===== src/rtl/if_fetch_queue.sv =====
// Instruction-fetch stage: issues sequential word requests to instruction memory,
// buffers in-order responses with their PCs, and presents {pc, instr} to decode.
// A redirect restarts fetch at a new PC and discards every stale in-flight word.
module if_fetch_queue #(
  parameter int unsigned DEPTH    = 4,
  parameter logic [31:0] RESET_PC = 32'h0000_0000
) (
  input  logic        clk,
  input  logic        reset,
  input  logic        redirect_valid,
  input  logic [31:0] redirect_pc,
  output logic        imem_req_valid,
  output logic [31:0] imem_req_addr,
  input  logic        imem_req_ready,
  input  logic        imem_rsp_valid,
  input  logic [31:0] imem_rsp_data,
  output logic        out_valid,
  output logic [31:0] out_pc,
  output logic [31:0] out_instr,
  input  logic        out_ready
);

  localparam int unsigned PW = $clog2(DEPTH);
  localparam int unsigned CW = PW + 1;

  typedef enum logic {
    RUN   = 1'b0,
    DRAIN = 1'b1
  } state_t;

  state_t        state;
  state_t        state_nxt;

  logic [31:0]   fetch_pc;
  logic [31:0]   rsp_pc;
  logic [CW-1:0] fifo_count;
  logic [CW-1:0] outstanding;
  logic [CW-1:0] drop_cnt;
  logic [CW-1:0] drop_nxt;
  logic [PW-1:0] rd_ptr;
  logic [PW-1:0] wr_ptr;
  logic [31:0]   pc_mem    [DEPTH];
  logic [31:0]   instr_mem [DEPTH];
  logic [31:0]   head_pc;
  logic [31:0]   head_instr;

  logic          credit_ok;
  logic          accept;
  logic          rsp_eff;
  logic          push;
  logic          pop;
  logic [31:0]   redirect_base;
  logic [CW-1:0] outstanding_dec;

  // Handshake qualifiers; a response with nothing outstanding (e.g. just after reset) is ignored
  always_comb begin
    credit_ok       = ((CW+1)'(fifo_count) + (CW+1)'(outstanding)) < (CW+1)'(DEPTH);
    imem_req_valid  = reset & ~redirect_valid & credit_ok;
    imem_req_addr   = fetch_pc;
    accept          = imem_req_valid & imem_req_ready;
    rsp_eff         = imem_rsp_valid & (outstanding != '0);
    push            = rsp_eff & ~redirect_valid & (state == RUN);
    pop             = (fifo_count != '0) & out_ready & ~redirect_valid;
    redirect_base   = {redirect_pc[31:2], 2'b00};
    outstanding_dec = outstanding - CW'(rsp_eff);
    out_valid       = (fifo_count != '0);
    out_pc          = head_pc;
    out_instr       = head_instr;
  end

  // Drain FSM state register
  always_ff @(posedge clk or negedge reset) begin
    if (!reset) begin
      state    <= RUN;
      drop_cnt <= '0;
    end else begin
      state    <= state_nxt;
      drop_cnt <= drop_nxt;
    end
  end

  // Drain FSM next state: redirect reloads the stale-word count, DRAIN counts it down
  always_comb begin
    state_nxt = state;
    drop_nxt  = drop_cnt;
    if (redirect_valid) begin
      drop_nxt  = outstanding_dec;
      state_nxt = (outstanding_dec == '0) ? RUN : DRAIN;
    end else if ((state == DRAIN) && rsp_eff) begin
      drop_nxt = drop_cnt - CW'(1);
      if (drop_cnt == CW'(1)) begin
        state_nxt = RUN;
      end
    end
  end

  // Fetch/response PCs and in-flight request count
  always_ff @(posedge clk or negedge reset) begin
    if (!reset) begin
      fetch_pc    <= RESET_PC;
      rsp_pc      <= RESET_PC;
      outstanding <= '0;
    end else begin
      outstanding <= outstanding_dec + CW'(accept);
      if (redirect_valid) begin
        fetch_pc <= redirect_base;
        rsp_pc   <= redirect_base;
      end else begin
        if (accept) fetch_pc <= fetch_pc + 32'd4;
        if (push)   rsp_pc   <= rsp_pc + 32'd4;
      end
    end
  end

  // FIFO storage array
  always_ff @(posedge clk) begin
    if (push) begin
      pc_mem[wr_ptr]    <= rsp_pc;
      instr_mem[wr_ptr] <= imem_rsp_data;
    end
  end

  // FIFO pointers, occupancy and registered head copy (held when the FIFO empties)
  always_ff @(posedge clk or negedge reset) begin
    if (!reset) begin
      fifo_count <= '0;
      rd_ptr     <= '0;
      wr_ptr     <= '0;
      head_pc    <= '0;
      head_instr <= '0;
    end else if (redirect_valid) begin
      fifo_count <= '0;
      rd_ptr     <= '0;
      wr_ptr     <= '0;
    end else begin
      fifo_count <= fifo_count + CW'(push) - CW'(pop);
      if (push) wr_ptr <= wr_ptr + PW'(1);
      if (pop)  rd_ptr <= rd_ptr + PW'(1);
      if (pop) begin
        if (fifo_count > CW'(1)) begin
          head_pc    <= pc_mem[rd_ptr + PW'(1)];
          head_instr <= instr_mem[rd_ptr + PW'(1)];
        end else if (push) begin
          head_pc    <= rsp_pc;
          head_instr <= imem_rsp_data;
        end
      end else if ((fifo_count == '0) && push) begin
        head_pc    <= rsp_pc;
        head_instr <= imem_rsp_data;
      end
    end
  end

endmodule


===== config.mk =====
export PLATFORM = sky130hd
export DESIGN_NAME = if_fetch_queue
export DESIGN_NICKNAME = d
export VERILOG_FILES = /design/src/rtl/if_fetch_queue.sv
export SDC_FILE = /design/constraint.sdc
export NUM_CORES = 1
export LEC_CHECK = 0
export BUFFER_PORTS_ARGS = -buffer_cell sky130_fd_sc_hd__buf_2
export CAP_MARGIN = 5
export CORE_AREA = 2 2 188 264
export CTS_CLUSTER_SIZE = 24
export DETAILED_ROUTE_END_ITERATION = 6
export DIE_AREA = 0 0 190 266
export HOLD_SLACK_MARGIN = 0.03
export MAX_ROUTING_LAYER = met4
export PLACE_DENSITY_LB_ADDON = 0.15
export SYNTH_ARGS = -nofsm -noshare
export SYNTH_HDL_FRONTEND = slang
export SYNTH_SLANG_ARGS = --single-unit

===== constraint.sdc =====
create_clock -name clk -period 6 [get_ports clk]
set_input_delay 0.9 -clock clk [delete_from_list [all_inputs] [get_ports clk]]
set_output_delay 0.9 -clock clk [all_outputs]
set_load 0.01 [all_outputs]

# ---- After elaboration in Yosys (flattened, before gate mapping)
# Memories as Yosys holds them, arrays and structs flattened.
# Index checks and enable logic that the tools add are counted.
dict set report totals {
  output_inout_bits 98
  input_bits 70
  memories 2
  reg_bits 142
  romBits 0
  elab_cells 75
  ramBits 256
  latchBits 0
}
dict set report op_classes {
  order_cmp 2
  reduce_logical 14
  n_shift 0
  multipliers 0
  n_eq_ne 2
  div 0
  mux 25
  addsub 10
  bitwise 10
}
# name depth word_bits read_ports rd_ports_with_merged_regs wr line_no
set memory_table {}
lappend memory_table {instr_mem 4 32 1 0 1 43} ;# logic [31:0] instr_mem [DEPTH];
lappend memory_table {pc_mem 4 32 1 0 1 42} ;# logic [31:0] pc_mem [DEPTH];
# operator count
set ops {}
lappend ops {{$mux W32} 12}
lappend ops {{$add A32 B3 Y32 const B} 2}
lappend ops {{$reduce_bool A2 Y1} 6}
lappend ops {{$mux W3} 3}
lappend ops {{$and A1 B1 Y1} 8}
lappend ops {{$mux W2} 4}
lappend ops {{$add A3 B1 Y3} 2}
lappend ops {{$logic_not A3 Y1} 2}
lappend ops {{$mux W1} 6}
lappend ops {{$reduce_bool A3 Y1} 2}
lappend ops {{$sub A3 B1 Y3} 2}
lappend ops {{$add A2 B1 Y2 const B} 2}
lappend ops {{$add A3 B3 Y4} 1}
lappend ops {{$lt A4 B3 Y1 const B} 1}
lappend ops {{$eq A3 B1 Y1 const B} 1}
lappend ops {{$gt A3 B1 Y1 const B} 1}
lappend ops {{$ne A3 B2 Y1 const B} 1}
lappend ops {{$reduce_and A3 Y1} 1}
lappend ops {{$sub A3 B1 Y3 const B} 1}
lappend ops {{$logic_and A1 B1 Y1} 2}
lappend ops {{$not A1 Y1} 2}
lappend ops {{$reduce_and A2 Y1} 1}

# ---- Logic depth before layout (Yosys ltp)
dict set report logic_depth {
  ltp_word 7
  mapped_depth 11
  mapped_depth_nobuf 10
}

# ---- Worst setup path after synthesis
# OpenSTA, ideal clock, no wires.
dict set report synth_timing {
  kind {input to register}
  start {input port redirect_valid}
  end {memory instr_mem[0][0] (enable)}
  setup_slack_ns 2.491
  t_required_ns 5.574
  t_arrival_ns 3.083
  cell_stages 4
  setup_ns 0.426
  n_path_buf 2
  path_cell_list {buf_2 -> clkbuf_1 -> nor3_1 -> and2_1}
}
dict set report synth_between {
  elab_chain_len 5
}
# element line_no
set synth_lines {}
lappend synth_lines {{start: declaration} 10} ;# input logic redirect_valid,
lappend synth_lines {{$not A1 Y1 (no line)} --}
lappend synth_lines {{$and A1 B1 Y1 (2 in a row)} 62} ;# push = rsp_eff & ~redirect_valid & (state == RUN);
lappend synth_lines {{$mux W1} 117} ;# if (push) begin
lappend synth_lines {{$mux W1 (implied by the code)} 119} ;# instr_mem[wr_ptr] <= imem_rsp_data;
lappend synth_lines {{end: declaration} 43}
# Every way passes these cells.

# ---- Final worst setup path
dict set report layout_timing {
  start {input port redirect_valid}
  end {register head_pc[8], in the netlist out_pc[8]}
}
dict set report layout_between {
  elab_chain_len 6
  elab_cells_between_ends 9
  classes_between {eq/ne (1); mux (1); bitwise (4); reduce/logical (3)}
}
# element line_no
set layout_lines {}
lappend layout_lines {{$not A1 Y1 (no line) *} --}
lappend layout_lines {{$and A1 B1 Y1 (2 in a row)} 62}
lappend layout_lines {{$logic_and A1 B1 Y1} 147} ;# end else if ((fifo_count == '0) && push) begin
lappend layout_lines {{$reduce_bool A2 Y1 (no line)} --}
lappend layout_lines {{$reduce_and A3 Y1 (no line)} --}
lappend layout_lines {{end signal: assignment} 141} ;# head_pc <= pc_mem[rd_ptr + PW'(1)];
lappend layout_lines {{end signal: assignment} 144} ;# head_pc <= rsp_pc;
lappend layout_lines {{end signal: assignment} 148} ;# head_pc <= rsp_pc;
lappend layout_lines {{end: declaration} 44} ;# logic [31:0] head_pc;
# Every way passes the cells marked *; elsewhere a longest branch is shown, timed or not.
# A chain may end at the register's enable or synchronous reset.

==> impl_results.md <==
- Share of layout cells above drive strength 1: 40.54%
- Status: finished, final reports clean
- Synth async-reset ratio: 35.42%
- Critical path's top delay family: simple AND/OR/NAND/NOR gates
- Die area: just over 50000 µm²
- EDFF count, synth: approximately 250
- Maximum clock path buffer count: 3
- Initial core utilization: 34.61%
- Worst-Margin Slew: 1.164 ns
- FILL cells: 4491
- Die width: 190 µm
- Cell area after synthesis: 16750 µm²
- Crit path from: redirect_valid
- Synth area leaders: edfxtp_1 (44%), dfrtp_1 (20%), mux4_2 (8.3%), mux2_2 (6.2%), mux2_4 (5.4%)
- Sink Count: 384
- PwrDens: 392.3 nW/µm²
- Post-Synthesis Cells: 980
- Nets: 1242
- Most frequent cells in the layout: edfxtp_1 (248), buf_2 (160), dfrtp_1 (134), mux2_2 (92), mux4_2 (62)
- Peak supply drop: 0.1783 mV
- Critical Path AT: 3.58 ns
- Min Tclk post-route: 3.161 ns
- Setup bufs post-CTS: 0
- Initial antenna violation count: 0
- Setup tns final: 0 ns
- Port bufs: 161
- Routed len/inst: 20.42 µm
- Maxcap violations: 0
- Total GRT Usage: 15.30%
- Crit Path Max Fanout: 44
- Final hold vios: 0
- Sequential cell area: 10860 µm²
- DR vias/cell: 4.918
- Crit-path cells: buf_2, nor3_1, inv_1, ha_1, a21oi_1, nand2_4, buf_4, mux2_4
- Core area: 48410 µm²
- Setup Skew: 0.01936 ns
- Hold Path Class: in -> async
- Placer Congestion: 0.7901
- Final Max Tran Viols: 0
- Yosys warning count: 0
- Yosys reg bits: 384
- Skew-Pair Late Insertion Delay: between 0.5 and 0.6 ns
- Crit Path Category: in -> reg
- P&R area growth vs syn: 16.48%
- Placed cell count: 1746
- TritonCTS clock tree: done
- Vias in the first global route: 9491
- N_diodes: 0
- Non-filler instance count after layout: 1821
- Drt drc: 0
- Die height: around 270 µm
- Synth top area share: 44.45%
- CP bufs+invs: 3
- Mapped Avg Cell Area: 17.10 µm²
- Clock transition at the registers of the reported paths: ~0.070 ns
- Post-synth cell types: 53
- Tot Pwr: 7.657 mW
- Num ports: 168
- Root Driver: clkbuf_16
- CP Launch Type: input port
- Slew headroom: a little over a fifth
- Crit share post-route: 52.69%
- Worst Reg2Reg Path Length in Cells: 8
- Core Rows: between 90 and 100
- H-tree Lvls: 2
- Largest net degree at the start of global routing: 66
- First-pass DRT Iterations: 6
- Total gr overflow: 0
- CTS buffer count: 41
- Min Hold Slack: 0.2854 ns
- # setup viols final: 0
- CP max stage delay: 0.57 ns
- Slowest stage cell, crit path: nand2_4
- Routed wire length: 37180 µm
- CTS hold repair buffers: 0
- Crit Reg-Reg Startpoint: outstanding[0]$_DFF_PN0_
- Post-CTS Resized: 0
- Critical Path Sink Type: flip-flop
- Leading cell type in the layout, fill and taps excluded: edfxtp_1
- Worst setup path end: out_pc[8]$_DFFE_PN0P_
- CP Data Required Time: 6.41 ns
- Crit path depth: 8
- Flop2flop setup slack: around 3.0 ns
- 1st-iter DRT viols: around 450
- Seq/Total Area, Yosys: 64.76%
- Multi-input gate area: 5507 µm²
- Via count: 8956
- Leakage power total: 7.249 nW
- Fmax: 316.3 MHz
- Post-route antenna net violation count: 0
- First-pass GRT wire length: between 50000 and 60000 µm
- Detail Placement HPWL: 22640 µm
- RSZ-0062 raised after global routing: no
- Synth area leader: edfxtp_1
- Reg2reg end: out_pc[8]$_DFFE_PN0P_
- Ys flop type: edfxtp_1
worst min-delay path by stage:
stage | cells after the start | endpoint | start | slack (ns)
finish | 1 | rsp_pc[14]$_DFFE_PN0N_ | reset | 0.29
global route | 1 | rsp_pc[14]$_DFFE_PN0N_ | reset | 0.30
CTS | 1 | rsp_pc[14]$_DFFE_PN0N_ | reset | 0.30
detailed placement | 1 | out_pc[15]$_DFFE_PN0P_ | out_pc[15]$_DFFE_PN0P_ | 0.49
global placement | 1 | out_instr[2]$_DFFE_PN0P_ | out_instr[2]$_DFFE_PN0P_ | 0.48
floorplan | 0 | pc_mem[0][10]$_DFFE_PP_ | rsp_pc[10]$_DFFE_PN0N_ | 0.49
cell type report:
cell class	instances	share of cell area, %
clock buffers	51	5.604
multi-input cells	524	28.22
well taps	637	4.084
clock inverters	24	1.135
inverters	23	0.4424
repair buffers	178	4.879
flip-flops and latches	384	55.64
flip-flops by register name, indices dropped and copies added (netlist names):
signal and cells:
drop_cnt 3, fifo_count 3, imem_req_addr 30, instr_mem 128, out_instr 32, out_pc 30, outstanding 3, pc_mem 120
rd_ptr 2, rsp_pc 30, state 1, wr_ptr 2
cell usage after synthesis, drive strengths merged (6+ instances only):
cell and count:
a21boi 13, a21oi 13, and2 7, and3 6
and4 6, buf 37, clkbuf 15, dfrtp 136
edfxtp 248, ha 19, inv 22, mux2 152
mux4 62, nand2 31, nand2b 6, nand3 26
nand4 27, nor2 23, nor3 14, nor4 17
o21ai 14, xnor2 37, xor2 22
per-stage QoR:
stage / util (%) / setup WS, ns / cell area (µm²)
6_report: 40.31 / 2.839 / 19520
3_5_place_dp: 37.60 / 2.234 / 18200
3_3_place_gp: 37.60 / 2.267 / 18200
2_1_floorplan: - / 2.491 / 16760
4_1_cts: 40.31 / 2.815 / 19520
5_1_grt: 40.31 / 2.632 / 19520
cells by family (layout without fill, tap and decap cells):
kind of cell	Yosys count	in the layout	synth area share (%)
XOR/XNOR	59	59	3.084
AO/OA/AOI/OAI	53	53	2.106
flip-flops	384	384	64.76
other	1	4	0.02238
AND/OR/NAND/NOR	171	171	5.848
multiplexers	217	217	20.07
adder cells (fa/ha/maj)	20	20	1.538
buffers and inverters	75	276	2.562
routing by layer:
layer	track usage [%]	routed length (µm)
met3	2.582	1366
met1	19.37	16540
met2	25.38	18500
met5	-	0
met4	4.295	769
power breakdown:
group / leakage [nW] / switching (mW) / internal [mW]
Combinational: 2.78 / 0.753 / 0.909
Sequential: 3.84 / 0.318 / 3.18
Clock: 0.634 / 1.07 / 1.43
(Power assumes the default switching activity.)
